File: src/rtl/seg_pkg.sv
`default_nettype none
// ============================================================================
// Module      : seg_pkg
// Description : Shared constants and helpers for the 7-segment scan
//               controller: the all-dark segment byte, the inactive anode
//               level, the display-mode encoding and the hex-to-segment
//               lookup used by the decoder.
// Revision    : 1.0 - initial release
// ============================================================================
package seg_pkg;

    // All segments dark (segments and decimal point are active-low).
    localparam logic [7:0] SEG_OFF = 8'hFF;

    // Level of a deselected anode line; replicate to DIGITS bits for "all off".
    localparam logic AN_OFF_LVL = 1'b1;

    // Display source selection for a committed frame.
    typedef enum logic [0:0] {
        MODE_RAW = 1'b0,
        MODE_HEX = 1'b1
    } scan_mode_t;

    // Nibble to active-low {g,f,e,d,c,b,a}.
    function automatic logic [6:0] hex_to_seg(input logic [3:0] nib);
        logic [6:0] seg;
        case (nib)
            4'h0:    seg = 7'h40;
            4'h1:    seg = 7'h79;
            4'h2:    seg = 7'h24;
            4'h3:    seg = 7'h30;
            4'h4:    seg = 7'h19;
            4'h5:    seg = 7'h12;
            4'h6:    seg = 7'h02;
            4'h7:    seg = 7'h78;
            4'h8:    seg = 7'h00;
            4'h9:    seg = 7'h10;
            4'hA:    seg = 7'h08;
            4'hB:    seg = 7'h03;
            4'hC:    seg = 7'h46;
            4'hD:    seg = 7'h21;
            4'hE:    seg = 7'h06;
            default: seg = 7'h0E;
        endcase
        return seg;
    endfunction

endpackage : seg_pkg
`default_nettype wire

File: src/rtl/seg_hex_decode.sv
`default_nettype none
// ============================================================================
// Module      : seg_hex_decode
// Description : Combinational hex-digit decoder producing the active-low
//               cathode byte {dp,g,f,e,d,c,b,a}.
//   i_nibble  in  4  hex value to display
//   i_dp      in  1  decimal point on (active-high)
//   o_cn      out 8  active-low segment byte
// Revision    : 1.0 - initial release
// ============================================================================
module seg_hex_decode
    import seg_pkg::*;
(
    input  logic [3:0] i_nibble,
    input  logic       i_dp,
    output logic [7:0] o_cn
);

    assign o_cn = {~i_dp, hex_to_seg(i_nibble)};

endmodule : seg_hex_decode
`default_nettype wire

File: src/rtl/seg_scan_ctrl.sv
`default_nettype none
// ============================================================================
// Module      : seg_scan_ctrl
// Description : Multiplexed common-anode 7-segment scan controller with
//               prescaled scan, per-digit blanking, PWM brightness,
//               anti-ghost dead time, hex/raw modes and tear-free updates.
//   clk         in   1           system clock, rising edge
//   rst         in   1           synchronous active-high reset
//   update      in   1           strobe: stage all display inputs
//   mode        in   1           1 = hex decode, 0 = raw segment bytes
//   seg_raw     in   8*DIGITS    raw active-low bytes, digit i = [8i+7:8i]
//   hex_val     in   4*DIGITS    nibble per digit, digit i = [4i+3:4i]
//   dp          in   DIGITS      decimal point per digit (hex mode)
//   blank_mask  in   DIGITS      1 = digit kept dark
//   brightness  in   BRIGHT_W    PWM level, used live
//   AN          out  DIGITS      anode select, active-low, registered
//   CN          out  8           {dp,g,f,e,d,c,b,a}, active-low, registered
//   frame_done  out  1           pulse when the digit 0 slot ends
// Revision    : 1.0 - initial release
// ============================================================================
module seg_scan_ctrl
    import seg_pkg::*;
#(
    parameter int DIGITS   = 8,
    parameter int SCAN_DIV = 1000,
    parameter int BRIGHT_W = 3
) (
    input  logic                  clk,
    input  logic                  rst,
    input  logic                  update,
    input  logic                  mode,
    input  logic [8*DIGITS-1:0]   seg_raw,
    input  logic [4*DIGITS-1:0]   hex_val,
    input  logic [DIGITS-1:0]     dp,
    input  logic [DIGITS-1:0]     blank_mask,
    input  logic [BRIGHT_W-1:0]   brightness,
    output logic [DIGITS-1:0]     AN,
    output logic [7:0]            CN,
    output logic                  frame_done
);

    localparam int c_cnt_w = $clog2(SCAN_DIV);
    localparam int c_idx_w = $clog2(DIGITS);
    localparam int c_ot_w  = BRIGHT_W + $clog2(SCAN_DIV) + 1;

    localparam logic [c_cnt_w-1:0] c_cnt_last = c_cnt_w'(SCAN_DIV - 1);
    localparam logic [c_cnt_w-1:0] c_cnt_one  = c_cnt_w'(1);
    localparam logic [c_idx_w-1:0] c_idx_top  = c_idx_w'(DIGITS - 1);
    localparam logic [c_idx_w-1:0] c_idx_one  = c_idx_w'(1);
    localparam logic [c_ot_w-1:0]  c_ot_one   = c_ot_w'(1);
    localparam logic [c_ot_w-1:0]  c_ot_div   = c_ot_w'(SCAN_DIV);
    localparam logic [c_ot_w-1:0]  c_ot_max   = c_ot_w'(SCAN_DIV - 1);
    localparam logic [DIGITS-1:0]  c_an_off   = {DIGITS{AN_OFF_LVL}};
    localparam logic [DIGITS-1:0]  c_an_one   = DIGITS'(1);

    // Scan position
    logic [c_cnt_w-1:0]  r_cnt,       w_cnt_d;
    logic [c_idx_w-1:0]  r_idx,       w_idx_d;

    // Staging copy of the display inputs, written by update
    scan_mode_t          r_stg_mode,  w_stg_mode_d;
    logic [8*DIGITS-1:0] r_stg_raw,   w_stg_raw_d;
    logic [4*DIGITS-1:0] r_stg_hex,   w_stg_hex_d;
    logic [DIGITS-1:0]   r_stg_dp,    w_stg_dp_d;
    logic [DIGITS-1:0]   r_stg_blank, w_stg_blank_d;
    logic                r_pending,   w_pending_d;

    // Active copy, only changes at a frame boundary
    scan_mode_t          r_act_mode,  w_act_mode_d;
    logic [8*DIGITS-1:0] r_act_raw,   w_act_raw_d;
    logic [4*DIGITS-1:0] r_act_hex,   w_act_hex_d;
    logic [DIGITS-1:0]   r_act_dp,    w_act_dp_d;
    logic [DIGITS-1:0]   r_act_blank, w_act_blank_d;

    // Output registers
    logic [DIGITS-1:0]   r_an,        w_an_d;
    logic [7:0]          r_cn,        w_cn_d;
    logic                r_frame_done, w_frame_done_d;

    logic                w_slot_end;
    logic                w_boundary;
    logic [7:0]          w_sel_raw;
    logic [3:0]          w_sel_nib;
    logic                w_sel_dp;
    logic                w_sel_blank;
    logic [7:0]          w_hex_cn;
    logic [c_ot_w-1:0]   w_on_time;
    logic [c_ot_w-1:0]   w_lit_hi;
    logic                w_lit;

    seg_hex_decode u_hex_decode (
        .i_nibble (w_sel_nib),
        .i_dp     (w_sel_dp),
        .o_cn     (w_hex_cn)
    );

    always_comb begin
        // Prescaler and digit index (scan runs DIGITS-1 down to 0)
        w_slot_end = (r_cnt == c_cnt_last);
        w_boundary = w_slot_end && (r_idx == '0);
        w_cnt_d    = w_slot_end ? '0 : r_cnt + c_cnt_one;
        w_idx_d    = r_idx;
        if (w_slot_end) begin
            w_idx_d = (r_idx == '0) ? c_idx_top : r_idx - c_idx_one;
        end

        // Staging: last update before a boundary wins
        w_stg_mode_d  = r_stg_mode;
        w_stg_raw_d   = r_stg_raw;
        w_stg_hex_d   = r_stg_hex;
        w_stg_dp_d    = r_stg_dp;
        w_stg_blank_d = r_stg_blank;
        w_pending_d   = r_pending;
        if (update) begin
            w_stg_mode_d  = scan_mode_t'(mode);
            w_stg_raw_d   = seg_raw;
            w_stg_hex_d   = hex_val;
            w_stg_dp_d    = dp;
            w_stg_blank_d = blank_mask;
            w_pending_d   = 1'b1;
        end

        // Commit at the frame boundary; an update landing on the boundary
        // itself bypasses staging so it is not delayed by a whole frame.
        w_act_mode_d  = r_act_mode;
        w_act_raw_d   = r_act_raw;
        w_act_hex_d   = r_act_hex;
        w_act_dp_d    = r_act_dp;
        w_act_blank_d = r_act_blank;
        if (w_boundary) begin
            if (update) begin
                w_act_mode_d  = scan_mode_t'(mode);
                w_act_raw_d   = seg_raw;
                w_act_hex_d   = hex_val;
                w_act_dp_d    = dp;
                w_act_blank_d = blank_mask;
            end else if (r_pending) begin
                w_act_mode_d  = r_stg_mode;
                w_act_raw_d   = r_stg_raw;
                w_act_hex_d   = r_stg_hex;
                w_act_dp_d    = r_stg_dp;
                w_act_blank_d = r_stg_blank;
            end
            w_pending_d = 1'b0;
        end

        // Per-digit fields of the digit currently being scanned
        w_sel_raw   = SEG_OFF;
        w_sel_nib   = '0;
        w_sel_dp    = 1'b0;
        w_sel_blank = 1'b1;
        for (int i = 0; i < DIGITS; i++) begin
            if (r_idx == c_idx_w'(i)) begin
                w_sel_raw   = r_act_raw[8*i +: 8];
                w_sel_nib   = r_act_hex[4*i +: 4];
                w_sel_dp    = r_act_dp[i];
                w_sel_blank = r_act_blank[i];
            end
        end

        // PWM window: cnt==0 is always dark (anti-ghost dead time), and the
        // full-brightness window is clipped to the end of the slot.
        w_on_time = ((c_ot_w'(brightness) + c_ot_one) * c_ot_div) >> BRIGHT_W;
        w_lit_hi  = (w_on_time > c_ot_max) ? c_ot_max : w_on_time;
        w_lit     = (r_cnt != '0) && (c_ot_w'(r_cnt) <= w_lit_hi) && !w_sel_blank;

        w_an_d         = w_lit ? ~(c_an_one << r_idx) : c_an_off;
        w_cn_d         = (r_act_mode == MODE_HEX) ? w_hex_cn : w_sel_raw;
        w_frame_done_d = w_boundary;
    end

    always_ff @(posedge clk) begin
        if (rst) begin
            r_cnt        <= '0;
            r_idx        <= c_idx_top;
            r_stg_mode   <= MODE_RAW;
            r_stg_raw    <= {DIGITS{SEG_OFF}};
            r_stg_hex    <= '0;
            r_stg_dp     <= '0;
            r_stg_blank  <= '1;
            r_pending    <= 1'b0;
            r_act_mode   <= MODE_RAW;
            r_act_raw    <= {DIGITS{SEG_OFF}};
            r_act_hex    <= '0;
            r_act_dp     <= '0;
            r_act_blank  <= '1;
            r_an         <= c_an_off;
            r_cn         <= SEG_OFF;
            r_frame_done <= 1'b0;
        end else begin
            r_cnt        <= w_cnt_d;
            r_idx        <= w_idx_d;
            r_stg_mode   <= w_stg_mode_d;
            r_stg_raw    <= w_stg_raw_d;
            r_stg_hex    <= w_stg_hex_d;
            r_stg_dp     <= w_stg_dp_d;
            r_stg_blank  <= w_stg_blank_d;
            r_pending    <= w_pending_d;
            r_act_mode   <= w_act_mode_d;
            r_act_raw    <= w_act_raw_d;
            r_act_hex    <= w_act_hex_d;
            r_act_dp     <= w_act_dp_d;
            r_act_blank  <= w_act_blank_d;
            r_an         <= w_an_d;
            r_cn         <= w_cn_d;
            r_frame_done <= w_frame_done_d;
        end
    end

    assign AN         = r_an;
    assign CN         = r_cn;
    assign frame_done = r_frame_done;

endmodule : seg_scan_ctrl
`default_nettype wire

File: config.mk
export PLATFORM = sky130hd
export DESIGN_NAME = seg_scan_ctrl
export DESIGN_NICKNAME = d
export VERILOG_FILES = /design/src/rtl/seg_pkg.sv /design/src/rtl/seg_hex_decode.sv /design/src/rtl/seg_scan_ctrl.sv
export SDC_FILE = /design/constraint.sdc
export NUM_CORES = 1
export LEC_CHECK = 0
export CELL_PAD_IN_SITES_DETAIL_PLACEMENT = 1
export CELL_PAD_IN_SITES_GLOBAL_PLACEMENT = 2
export CORE_AREA = 4 4 177 179
export DETAILED_ROUTE_END_ITERATION = 12
export DIE_AREA = 0 0 181 183
export GPL_ROUTABILITY_DRIVEN = 1
export PLACE_DENSITY_LB_ADDON = 0.1
export SETUP_SLACK_MARGIN = 0.1
export SLEW_MARGIN = 10
export SYNTH_ARGS = -nofsm -noshare
export SYNTH_HDL_FRONTEND = slang
export SYNTH_SLANG_ARGS = --single-unit
File: constraint.sdc
create_clock -name clk -period 8.1 [get_ports clk]
set_input_delay 1.62 -clock clk [delete_from_list [all_inputs] [get_ports clk]]
set_output_delay 1.62 -clock clk [all_outputs]
set_load 0.02 [all_outputs]
==> key figures, run 1 <==
Floorplan
  • DIE AREA: 33120 sq um
  • Initial Utilization: 0.3767
  • Die width: 181 microns
  • Top Ports: about 140
  • Die H: ~180 microns
  • Row cnt: 63
  • CORE AREA: about 30000 sq um

Cells and area
  • Area growth, synth to finish: 23.51%
  • Layout cells sized above 1: 0.06692
  • Fin cells: between 1500 and 2000
  • Final net count: between 1000 and 1500
  • Fillers: roughly 3400
  • Fin area: between 10000 and 15000 sq um
  • Antenna Cells: 0

Detailed routing
  • Routed vias/inst: 5.031
  • Length of the first detailed-routing pass in iterations: 4
  • Final WL: 28.56 mm
  • DRC: 0
  • WL per Instance: ~17 microns
  • Initial DRC Count: between 300 and 400
  • Vias: about 8500
  • Antenna-violating nets left: 0

STA
  • Worst Skew: approximately 8 ps
  • Tightest Pin Transition: about 1000 ps
  • Final hold violations: 0
  • Final Cycle Share: 0.8219
  • Relative slew slack: 0.3344
  • Final setup viols: 0
  • Setup TNS Final: 0 ps
  • Slew Viols, Final: 0
  • Unrepaired setup endpoints after global routing: no
  • Max Freq: 150.2 MHz
  • Final min period: 6658 ps

Yosys
  • Count of cell types in the netlist: 57
  • Top FF cell, synth: dfxtp_1
  • Synthesis warning total: 0
  • EDFF count, synth: 0
  • FF+latch count, synth: around 260
  • Avg Inst Size Synth: 9.412 sq um
  • Commonest cells in the netlist: 257 x dfxtp_1, 193 x nand2_1, 133 x mux2i_1
  • Main area contributors after synthesis: dfxtp_1 46%, mux2i_1 12%, nand2_1 6.5%
  • Synth Cell Area: between 10000 and 15000 sq um
  • Sequential share of the synthesized area: 0.4621
  • Ys async rst share: 0
  • Syn_nets: between 1000 and 1500
  • Syn Inst Count: 1183
  • Top-count cell post-synth: dfxtp_1
  • Top cell type by total area after synthesis: dfxtp_1
  • Share of the synthesized area in the top cell type: 0.4621

Global route
  • Largest net degree at the start of global routing: roughly 100
  • Initial antenna violation count: 0
  • Met3 Usage GRT: 0.02459
  • First-pass GRT wire length: between 40 and 50 mm
  • Remaining Overflow, GRT: 0
  • Number of global-route vias before repair: slightly below 9000
  • Met1 Resource Use GR: 0.2303
  • Met2 Use GR: 0.2895
  • All-layer global routing usage: 0.1692
  • Grt peak-use layer: met2

Critical path
  • Worst Reg-to-Reg Cells: 11
  • Critical path class: in2reg
  • Slowest stage delay, CP: between 700 and 800 ps
  • R2R Setup Slk: approximately 4600 ps
  • R2R Path End: CN[3]
  • Worst path cell trace: clkdlybuf4s50_1 > ha_1 > xor2_1 > inv_1 > fa_1 > inv_1 > fa_1 > inv_1 > ha_1 > a21o_1 > a21oi_1 > xor2_1 > nor2_1 > ha_1 > o21a_1 > o21ai_0 > a2111oi_0 > o31ai_1 > o21ai_0
  • FF-to-FF Start: r_idx[0]
  • Worst EP required: between 8000 and 9000 ps
  • Largest fanout on the critical path: 9
  • Slowest cell on crit path: clkdlybuf4s50_1
  • CP arrival: approximately 7000 ps
  • Worst setup EP type: flop
  • CP Launch Type: primary input

Pwr
  • Maximum VDD drop: 0.1348 mV
  • Leakage: 0.005758 uW
  • Power density cells: ~220 nW/um^2
  • Total power: 3009 uW

CTS
  • Worst-case clock buffer depth: 3
  • CTS Root Cell: clkbuf_16
  • Clock Sinks: between 200 and 300
  • CTS Hold Bufs: 0
  • TritonCTS clock tree: done
  • PostCTS Resize Cnt: 0
  • Setup fix buffers added after clock tree synthesis: 0
  • Clk pin slew, worst setup/hold paths: 60 ps
  • Clk Latency, worst-skew pair: about 550 ps
  • H-tree depth: 1
  • TritonCTS Buffers: 30

Place
  • Gpl congestion: about 0.74
  • Placed cell areas: around 13000 sq um
  • Placed Cells incl. Taps: between 1500 and 2000
  • Input/output buffers: around 140
  • Hpwl dp: approximately 19 mm

Outcome
  • Status: finished clean

Min path
  • Min-Delay Endpoint: r_cnt[0]
  • Class of the worst hold path: reg2reg
  • Worst hold stages: 1
  • Worst hold start: r_cnt[0]

Job
  • Max-cap check violation count: 0
-- sequential cells by signal (all words and copies together) (netlist names) --
register and flops:
AN 8, CN 8, frame_done 1, r_pending 1
r_act_hex 32, r_stg_dp 8, r_cnt 10, r_act_blank 8
r_stg_blank 8, r_stg_raw 64, r_act_mode 1, r_stg_hex 32
r_act_raw 64, r_act_dp 8, r_stg_mode 1, r_idx 3
-- area by class of cell --
class	count	area, sq um	area share
multi-input cells	810	5505	0.4003
flip-flops and latches	257	5145	0.3741
repair buffers	146	1430	0.1040
clock buffers	40	858.3	0.06241
well taps	390	488.0	0.03548
clock inverters	16	206.4	0.01501
inverters	31	118.9	0.008643
-- cell families (layout without fill, tap and decap cells) --
group / count (synthesis) / after routing / synth area share
and+or+nand+nor: 397 / 397 / 0.1562
buffers and inverters: 116 / 233 / 0.04461
adders and majority gates: 46 / 46 / 0.05641
DFF: 257 / 257 / 0.4621
xor gates and xnor gates: 12 / 12 / 0.009440
muxes: 143 / 143 / 0.1388
AOI/OAI and AO/OA: 212 / 212 / 0.1325
-- worst max-delay path, delay by kind of cell --
family	cells	cell delay, ps
AO/OA/AOI/OAI	7	1770
AND/OR/NAND/NOR	1	60
XOR/XNOR	2	520
buffers and inverters	4	1050
adder cells (fa/ha/maj)	5	2030
-- worst max path at each step --
stage / start / end / slack, ps / cells past startpoint
5_1_grt: brightness[0] / AN[1] / 950 / 19
3_3_place_gp: brightness[0] / AN[5] / 1080 / 19
6_report: brightness[0] / AN[5] / 1440 / 19
2_1_floorplan: brightness[0] / AN[3] / 2380 / 18
3_5_place_dp: brightness[0] / AN[6] / 890 / 19
4_1_cts: brightness[0] / AN[6] / 1470 / 19
-- layer usage --
layer,share of wire,wire length [microns],up-vias
met5,0,0,-
met1,0.48,13610,4045
met4,0.019,551,0
li1,-,-,4312
met3,0.031,891,37
met2,0.47,13510,108
-- stage by stage --
| stage | hold slack [ps] | worst slack [ps] | utilization |
|---|---|---|---|
| 4_1_cts | 461.9 | 1465 | 0.4652 |
| 3_3_place_gp | 444.3 | 1085 | 0.4292 |
| 5_1_grt | 497.8 | 949.6 | 0.4652 |
| 6_report | 461.4 | 1442 | 0.4652 |
| 2_1_floorplan | 425.8 | 2382 | - |
| 3_5_place_dp | 447.1 | 890.5 | 0.4292 |
-- layout by cell type, fill, tap and decap left out, types with 11 or more instances in the layout --
master	count
dfxtp_1	257
nand2_1	193
mux2i_1	133
clkdlybuf4s50_1	133
nor2_1	109
o211ai_1	76
a211oi_1	44
ha_1	37
o21ai_0	35
clkbuf_16	30
inv_1	29
a21oi_1	22
nand2b_1	17
nor3_1	15
nand3_1	12
buf_4	11
-- report_power, final --
part | total (uW) | switching (uW) | leakage (uW) | internal, uW
sequential | 1310 | 10.1 | 0.00210 | 1300
clock | 1420 | 543 | 0.000525 | 873
combinational | 284 | 148 | 0.00313 | 136
total | 3010 | 701 | 0.00576 | 2310
(Power assumes the default switching activity.)
==> inputs of run 2 (changes only) <==
- CORE_AREA: 4 4 177 179 -> 4 4 195 197
- DIE_AREA: 0 0 181 183 -> 0 0 199 201
- clock period: 8.1 -> 6.1 ns (I/O delays scaled with it)
==> run 2 against run 1 <==
Against the previous run: design area rose by 0.87%; core utilization fell by 8.3 points; first-iteration DRC count fell by 1.8%; register-to-register slack got worse by 2000 ps; clock power rose by 31%; cell count rose by 4.8%; sequential cell count did not move; via count fell by 0.27%; die area rose by 21%; largest power group unchanged; highest routed layer unchanged.
==> key figures, run 2 (synthesis gave the netlist of run 1 again) <==
Outcome
  • Status: finished clean (unchanged)

Detailed routing
  • Vias: 8479 (was 8502)
  • DRC: 0 (unchanged)
  • Final WL: 30.79 mm (was 28.56 mm)
  • Initial DRC Count: 323 (was 329)
  • Antenna-violating nets left: 0 (unchanged)
  • Routed vias/inst: 4.788 (was 5.031)
  • WL per Instance: 17.38 microns (was 16.90 microns)
  • Length of the first detailed-routing pass in iterations: 4 (unchanged)

Critical path
  • Worst setup EP type: flop (unchanged)
  • Crit path launch: brightness[1] (was brightness[0])
  • Worst EP required: 6500 ps (was 8500 ps)
  • CP Launch Type: primary input (unchanged)
  • CP arrival: 5850 ps (was 7060 ps)
  • FF-to-FF Start: r_idx[0] (unchanged)
  • R2R Setup Slk: 2550 ps (was 4560 ps)
  • Critical path class: in2reg (unchanged)
  • Largest fanout on the critical path: 8 (was 9)
  • R2R Path End: CN[3] (unchanged)
  • Crit path capture: AN[3] (was AN[5])
  • Worst Reg-to-Reg Cells: 12 (was 11)

Floorplan
  • Row cnt: 70 (was 63)
  • CORE AREA: 36260 sq um (was 29560 sq um)
  • Die H: 201 microns (was 183 microns)
  • DIE AREA: 40000 sq um (was 33120 sq um)
  • Die width: 199 microns (was 181 microns)
  • Top Ports: 136 (unchanged)
  • Initial Utilization: 0.3071 (was 0.3767)

Place
  • Input/output buffers: 135 (unchanged)
  • Gpl congestion: 0.7190 (was 0.7446)
  • Placed Cells incl. Taps: 1715 (was 1634)
  • Hpwl dp: 20.97 mm (was 19.33 mm)
  • Placed cell areas: 12820 sq um (was 12690 sq um)

CTS
  • CTS Root Cell: clkbuf_16 (unchanged)
  • Clock Sinks: 257 (unchanged)
  • Clk pin slew, worst setup/hold paths: 60 ps (about the same)
  • TritonCTS Buffers: 31 (was 30)
  • Clk Latency, worst-skew pair: 550 ps (about the same)
  • H-tree depth: 1 (unchanged)
  • Setup fix buffers added after clock tree synthesis: 0 (unchanged)
  • CTS Hold Bufs: 0 (unchanged)
  • Worst-case clock buffer depth: 3 (unchanged)
  • TritonCTS clock tree: done (unchanged)

Job
  • Max-cap check violation count: 0 (unchanged)

Global route
  • Number of global-route vias before repair: 8796 (was 8718)
  • Remaining Overflow, GRT: 0 (unchanged)
  • First-pass GRT wire length: 49.09 mm (was 46.72 mm)
  • Largest net degree at the start of global routing: 99 (was 101)
  • All-layer global routing usage: 0.1511 (was 0.1692)
  • Initial antenna violation count: 0 (unchanged)

Cells and area
  • Top Registers: r_act_raw (64), r_stg_raw (64) (unchanged)
  • Fin area: 13870 sq um (was 13750 sq um)
  • Antenna Cells: 0 (unchanged)
  • Fin cells: 1771 (was 1690)
  • Final Util: 0.3826 (was 0.4652)
  • Area growth, synth to finish: 24.59% (was 23.51%)
  • Commonest non-fill, non-tap cell in the layout: dfxtp_1 (unchanged)
  • Layout cells sized above 1: 0.06600 (was 0.06692)
  • Final net count: 1445 (was 1441)
  • Most frequent cells in the layout: 257 x dfxtp_1, 193 x nand2_1, 133 x mux2i_1 (was 257 x dfxtp_1, 193 x nand2_1, 133 x mux2i_1, 133 x clkdlybuf4s50_1, 109 x nor2_1)

Pwr
  • Power density cells: 286.9 nW/um^2 (was 218.8 nW/um^2)
  • Leakage: 0.005784 uW (was 0.005758 uW)
  • Maximum VDD drop: 0.1824 mV (was 0.1348 mV)

STA
  • Unrepaired setup endpoints after global routing: no (unchanged)
  • Final min period: about 5400 ps
  • Relative slew slack: 0.2975 (was 0.3344)
  • Slew Viols, Final: 0 (unchanged)
  • Final Cycle Share: 0.8925
  • Max Freq: 183.7 MHz
  • Tightest Pin Transition: 1054 ps (was 998.4 ps)
  • Worst Skew: 9.258 ps (was 7.951 ps)
  • Final hold violations: 0 (unchanged)
  • Final Hold Slack: 466.1 ps (was 461.4 ps)
  • Final setup viols: 0 (unchanged)

Min path
  • Class of the worst hold path: reg2reg (unchanged)
## run 2: per-layer routing
layer | global-route usage | vias up | wire length, microns | share of wire
met3 | 0.02400 | 23 | 1041 | 0.034
met2 | 0.2507 | 101 | 14310 | 0.46
li1 | - | 4317 | - | -
met1 | 0.2104 | 4038 | 15090 | 0.49
met4 | 0.02662 | 0 | 342 | 0.011
met5 | 0 | - | 0 | 0
## run 2: critical path, stage by stage
cell and delay (ps):
clkdlybuf4s50_1 580, ha_1 220, xor2_1 190, inv_1 120, fa_1 610, inv_1 100, fa_1 510, inv_1 40
ha_1 330, a21o_1 190, a21oi_1 170, xor2_1 170, nor2_1 60, ha_1 300, o21a_1 170, o21ai_0 200
a2111oi_0 110, o31ai_1 280, buf_4 200, o211ai_1 80
## run 2: final cells by class
class / count / area, sq um
Clock buffer: 50 / 967.2
Clock inverter: 6 / 80.08
Fill cell: 4173 / 22390
Inverter: 31 / 118.9
Multi-Input combinational cell: 810 / 5505
Sequential cell: 257 / 5145
Tap cell: 468 / 585.6
Timing Repair Buffer: 149 / 1470
## run 2: report_power, final
group | switching, uW | internal (uW) | total (uW)
sequential | 13.1 | 1730 | 1740
combinational | 196 | 180 | 376
clock | 710 | 1160 | 1860
total | 919 | 3060 | 3980
## run 2: worst min path at each step
stage                   start        endpoint  slack, ps  cells after the start
4_1_cts              r_cnt[0]        r_cnt[0]        470                      1
6_report             r_cnt[0]        r_cnt[0]        470                      1
3_5_place_dp         r_cnt[0]        r_cnt[0]        450                      1
2_1_floorplan        r_cnt[0]        r_cnt[0]        430                      1
3_3_place_gp    r_stg_raw[56]   r_stg_raw[56]        450                      2
5_1_grt        r_stg_blank[5]  r_stg_blank[5]        490                      2
## run 2: metrics by stage
stage	worst slack [ps]	setup TNS [ps]	total power [uW]
after floorplan	782.0	0	2005
after global placement	-42.29	-279.3	2153
after detailed placement	-148.2	-1078	2160
after CTS	432.3	0	4064
after global routing	251.0	0	4182
final	656.0	0	3979
## run 2: timing repair
item / CTS / global route
gates resized for setup: 0 / 1
endpoints found under the hold margin: 0 / 0
endpoints found under the setup margin: 0 / 7
==> inputs of run 3 (changes only) <==
- RECOVER_POWER: default -> 25
==> run 3 against run 2 <==
Against the previous run: cell count unchanged; total power about the same; sequential cell count unchanged; register-to-register slack got worse by 410 ps; worst setup slack improved by 0.63 ps; clock skew about the same; hold slack about the same; critical endpoint unchanged; largest cell class unchanged; largest power group unchanged; highest routed layer unchanged.
==> key figures, run 3 (synthesis gave the netlist of run 1 again) <==
Critical path
  • CP Launch Type: primary input (unchanged)
  • Worst setup EP type: flop (unchanged)
  • Worst Reg-to-Reg Cells: 12 (unchanged)
  • CP arrival: 5850 ps (about the same)
  • R2R Setup Slk: 2140 ps (was 2550 ps)
  • Worst EP required: 6500 ps (about the same)
  • Largest fanout on the critical path: 8 (unchanged)
  • Critical path class: in2reg (unchanged)

CTS
  • TritonCTS Buffers: 31 (unchanged)
  • Worst-case clock buffer depth: 3 (unchanged)
  • CTS Root Cell: clkbuf_16 (unchanged)
  • Clk pin slew, worst setup/hold paths: 60 ps (about the same)
  • TritonCTS clock tree: done (unchanged)
  • H-tree depth: 1 (unchanged)
  • CTS Hold Bufs: 0 (unchanged)
  • Clock Sinks: 257 (unchanged)
  • Clk Latency, worst-skew pair: 550 ps (about the same)

Cells and area
  • Most frequent cells in the layout: 257 x dfxtp_1, 193 x nand2_1, 133 x mux2i_1 (unchanged)
  • Area growth, synth to finish: 24.55% (was 24.59%)
  • Layout cells sized above 1: 0.06523 (was 0.06600)
  • Fin cells: 1771 (unchanged)
  • Final net count: 1445 (unchanged)
  • Fin area: 13870 sq um (about the same)
  • Commonest non-fill, non-tap cell in the layout: dfxtp_1 (unchanged)
  • Antenna Cells: 0 (unchanged)
  • Top Registers: r_act_raw (64), r_stg_raw (64) (unchanged)

Pwr
  • Total power: 3981 uW (was 3979 uW)
  • Power density cells: 287.0 nW/um^2 (was 286.9 nW/um^2)
  • Maximum VDD drop: 0.1827 mV (was 0.1824 mV)
  • Leakage: 0.005779 uW (was 0.005784 uW)

Detailed routing
  • Final WL: 30.75 mm (was 30.79 mm)
  • Length of the first detailed-routing pass in iterations: 4 (unchanged)
  • Routed vias/inst: 4.800 (was 4.788)
  • Vias: 8501 (was 8479)
  • WL per Instance: 17.36 microns (was 17.38 microns)
  • Initial DRC Count: 335 (was 323)
  • DRC: 0 (unchanged)
  • Antenna-violating nets left: 0 (unchanged)

STA
  • Setup TNS Final: 0 ps (unchanged)
  • Unrepaired setup endpoints after global routing: no (unchanged)
  • Final Cycle Share: 0.8924 (was 0.8925)
  • Worst Slack Setup Final: 656.7 ps (was 656.0 ps)
  • Slew Viols, Final: 0 (unchanged)
  • Relative slew slack: 0.2980 (was 0.2975)
  • Final min period: 5443 ps (was 5444 ps)
  • Final setup viols: 0 (unchanged)
  • Worst Skew: 8.776 ps (was 9.258 ps)
  • Tightest Pin Transition: 1053 ps (was 1054 ps)
  • Final hold violations: 0 (unchanged)
  • Max Freq: 183.7 MHz (about the same)

Place
  • Pre-CTS setup slack: -148.2 ps (unchanged)
  • Placed Cells incl. Taps: 1715 (unchanged)
  • Input/output buffers: 135 (unchanged)
  • Hpwl dp: 20.97 mm (unchanged)
  • Placed cell areas: 12820 sq um (unchanged)
  • Gpl congestion: 0.7190 (unchanged)

Floorplan
  • Die H: 201 microns (unchanged)
  • Top Ports: 136 (unchanged)
  • CORE AREA: 36260 sq um (unchanged)
  • Die width: 199 microns (unchanged)
  • Row cnt: 70 (unchanged)
  • DIE AREA: 40000 sq um (unchanged)
  • Initial Utilization: 0.3071 (unchanged)

Min path
  • Class of the worst hold path: reg2reg (unchanged)
  • Worst hold stages: 2 (was 1)

Outcome
  • Status: finished clean (unchanged)

Global route
  • Initial antenna violation count: 0 (unchanged)
  • Largest net degree at the start of global routing: 99 (unchanged)
  • All-layer global routing usage: 0.1511 (unchanged)
  • Number of global-route vias before repair: 8796 (unchanged)
  • Remaining Overflow, GRT: 0 (unchanged)
  • First-pass GRT wire length: 49.09 mm (unchanged)

Job
  • Max-cap check violation count: 0 (unchanged)
## run 3: cell types whose count changed in the layout (fill, tap and decap cells not counted)
cell / previous run / this run
buf_4: 14 / 13
clkbuf_1: 7 / 8
## run 3: worst paths after layout
kind,startpoint,end
hold reg to reg,r_stg_raw[0],r_stg_raw[0]
setup / recovery,brightness[1],AN[3]
setup reg to reg,r_idx[0],CN[3]
hold / removal,r_stg_raw[0],r_stg_raw[0]
## run 3: critical path: stages
cell and delay, ps:
clkdlybuf4s50_1 580, ha_1 220, xor2_1 190, inv_1 120, fa_1 610, inv_1 100, fa_1 510, inv_1 40
ha_1 330, a21o_1 190, a21oi_1 170, xor2_1 170, nor2_1 60, ha_1 300, o21a_1 170, o21ai_0 200
a2111oi_0 110, o31ai_1 280, buf_4 200, o211ai_1 80
## run 3: layer usage
| metal | global-route usage | up-vias | routed length, microns | part of all wire |
|---|---|---|---|---|
| met2 | 0.2507 | 106 | 14270 | 0.46 |
| met3 | 0.02400 | 23 | 1065 | 0.035 |
| met1 | 0.2104 | 4048 | 15070 | 0.49 |
| li1 | - | 4324 | - | - |
| met5 | 0 | - | 0 | 0 |
| met4 | 0.02662 | 0 | 342 | 0.011 |
## run 3: power by group
part           internal, uW  switching (uW)  leakage, uW
registers              1730            13.1      0.00210
clock network          1160             711     0.000520
logic                   180             196      0.00316
## run 3: per-stage QoR
| step | util | hold slack, ps |
|---|---|---|
| final | 0.3825 | 466.4 |
| after global routing | 0.3825 | 488.1 |
| after CTS | 0.3825 | 468.2 |
| after detailed placement | 0.3536 | 454.0 |
| after global placement | 0.3536 | 455.0 |
| after floorplan | - | 425.8 |
## run 3: final cells by class
cell class / count / area [sq um]
Tap cell: 468 / 585.6
Inverter: 31 / 118.9
Fill cell: 4173 / 22390
Timing Repair Buffer: 149 / 1466
Clock inverter: 6 / 80.08
Sequential cell: 257 / 5145
Multi-Input combinational cell: 810 / 5505
Clock buffer: 50 / 967.2
## run 3: repair_timing
action / CTS / global route
buffers inserted: 0 / 0
endpoints found under the hold margin: 0 / 0
setup endpoints to repair: 0 / 7
gates resized for setup: 0 / 1
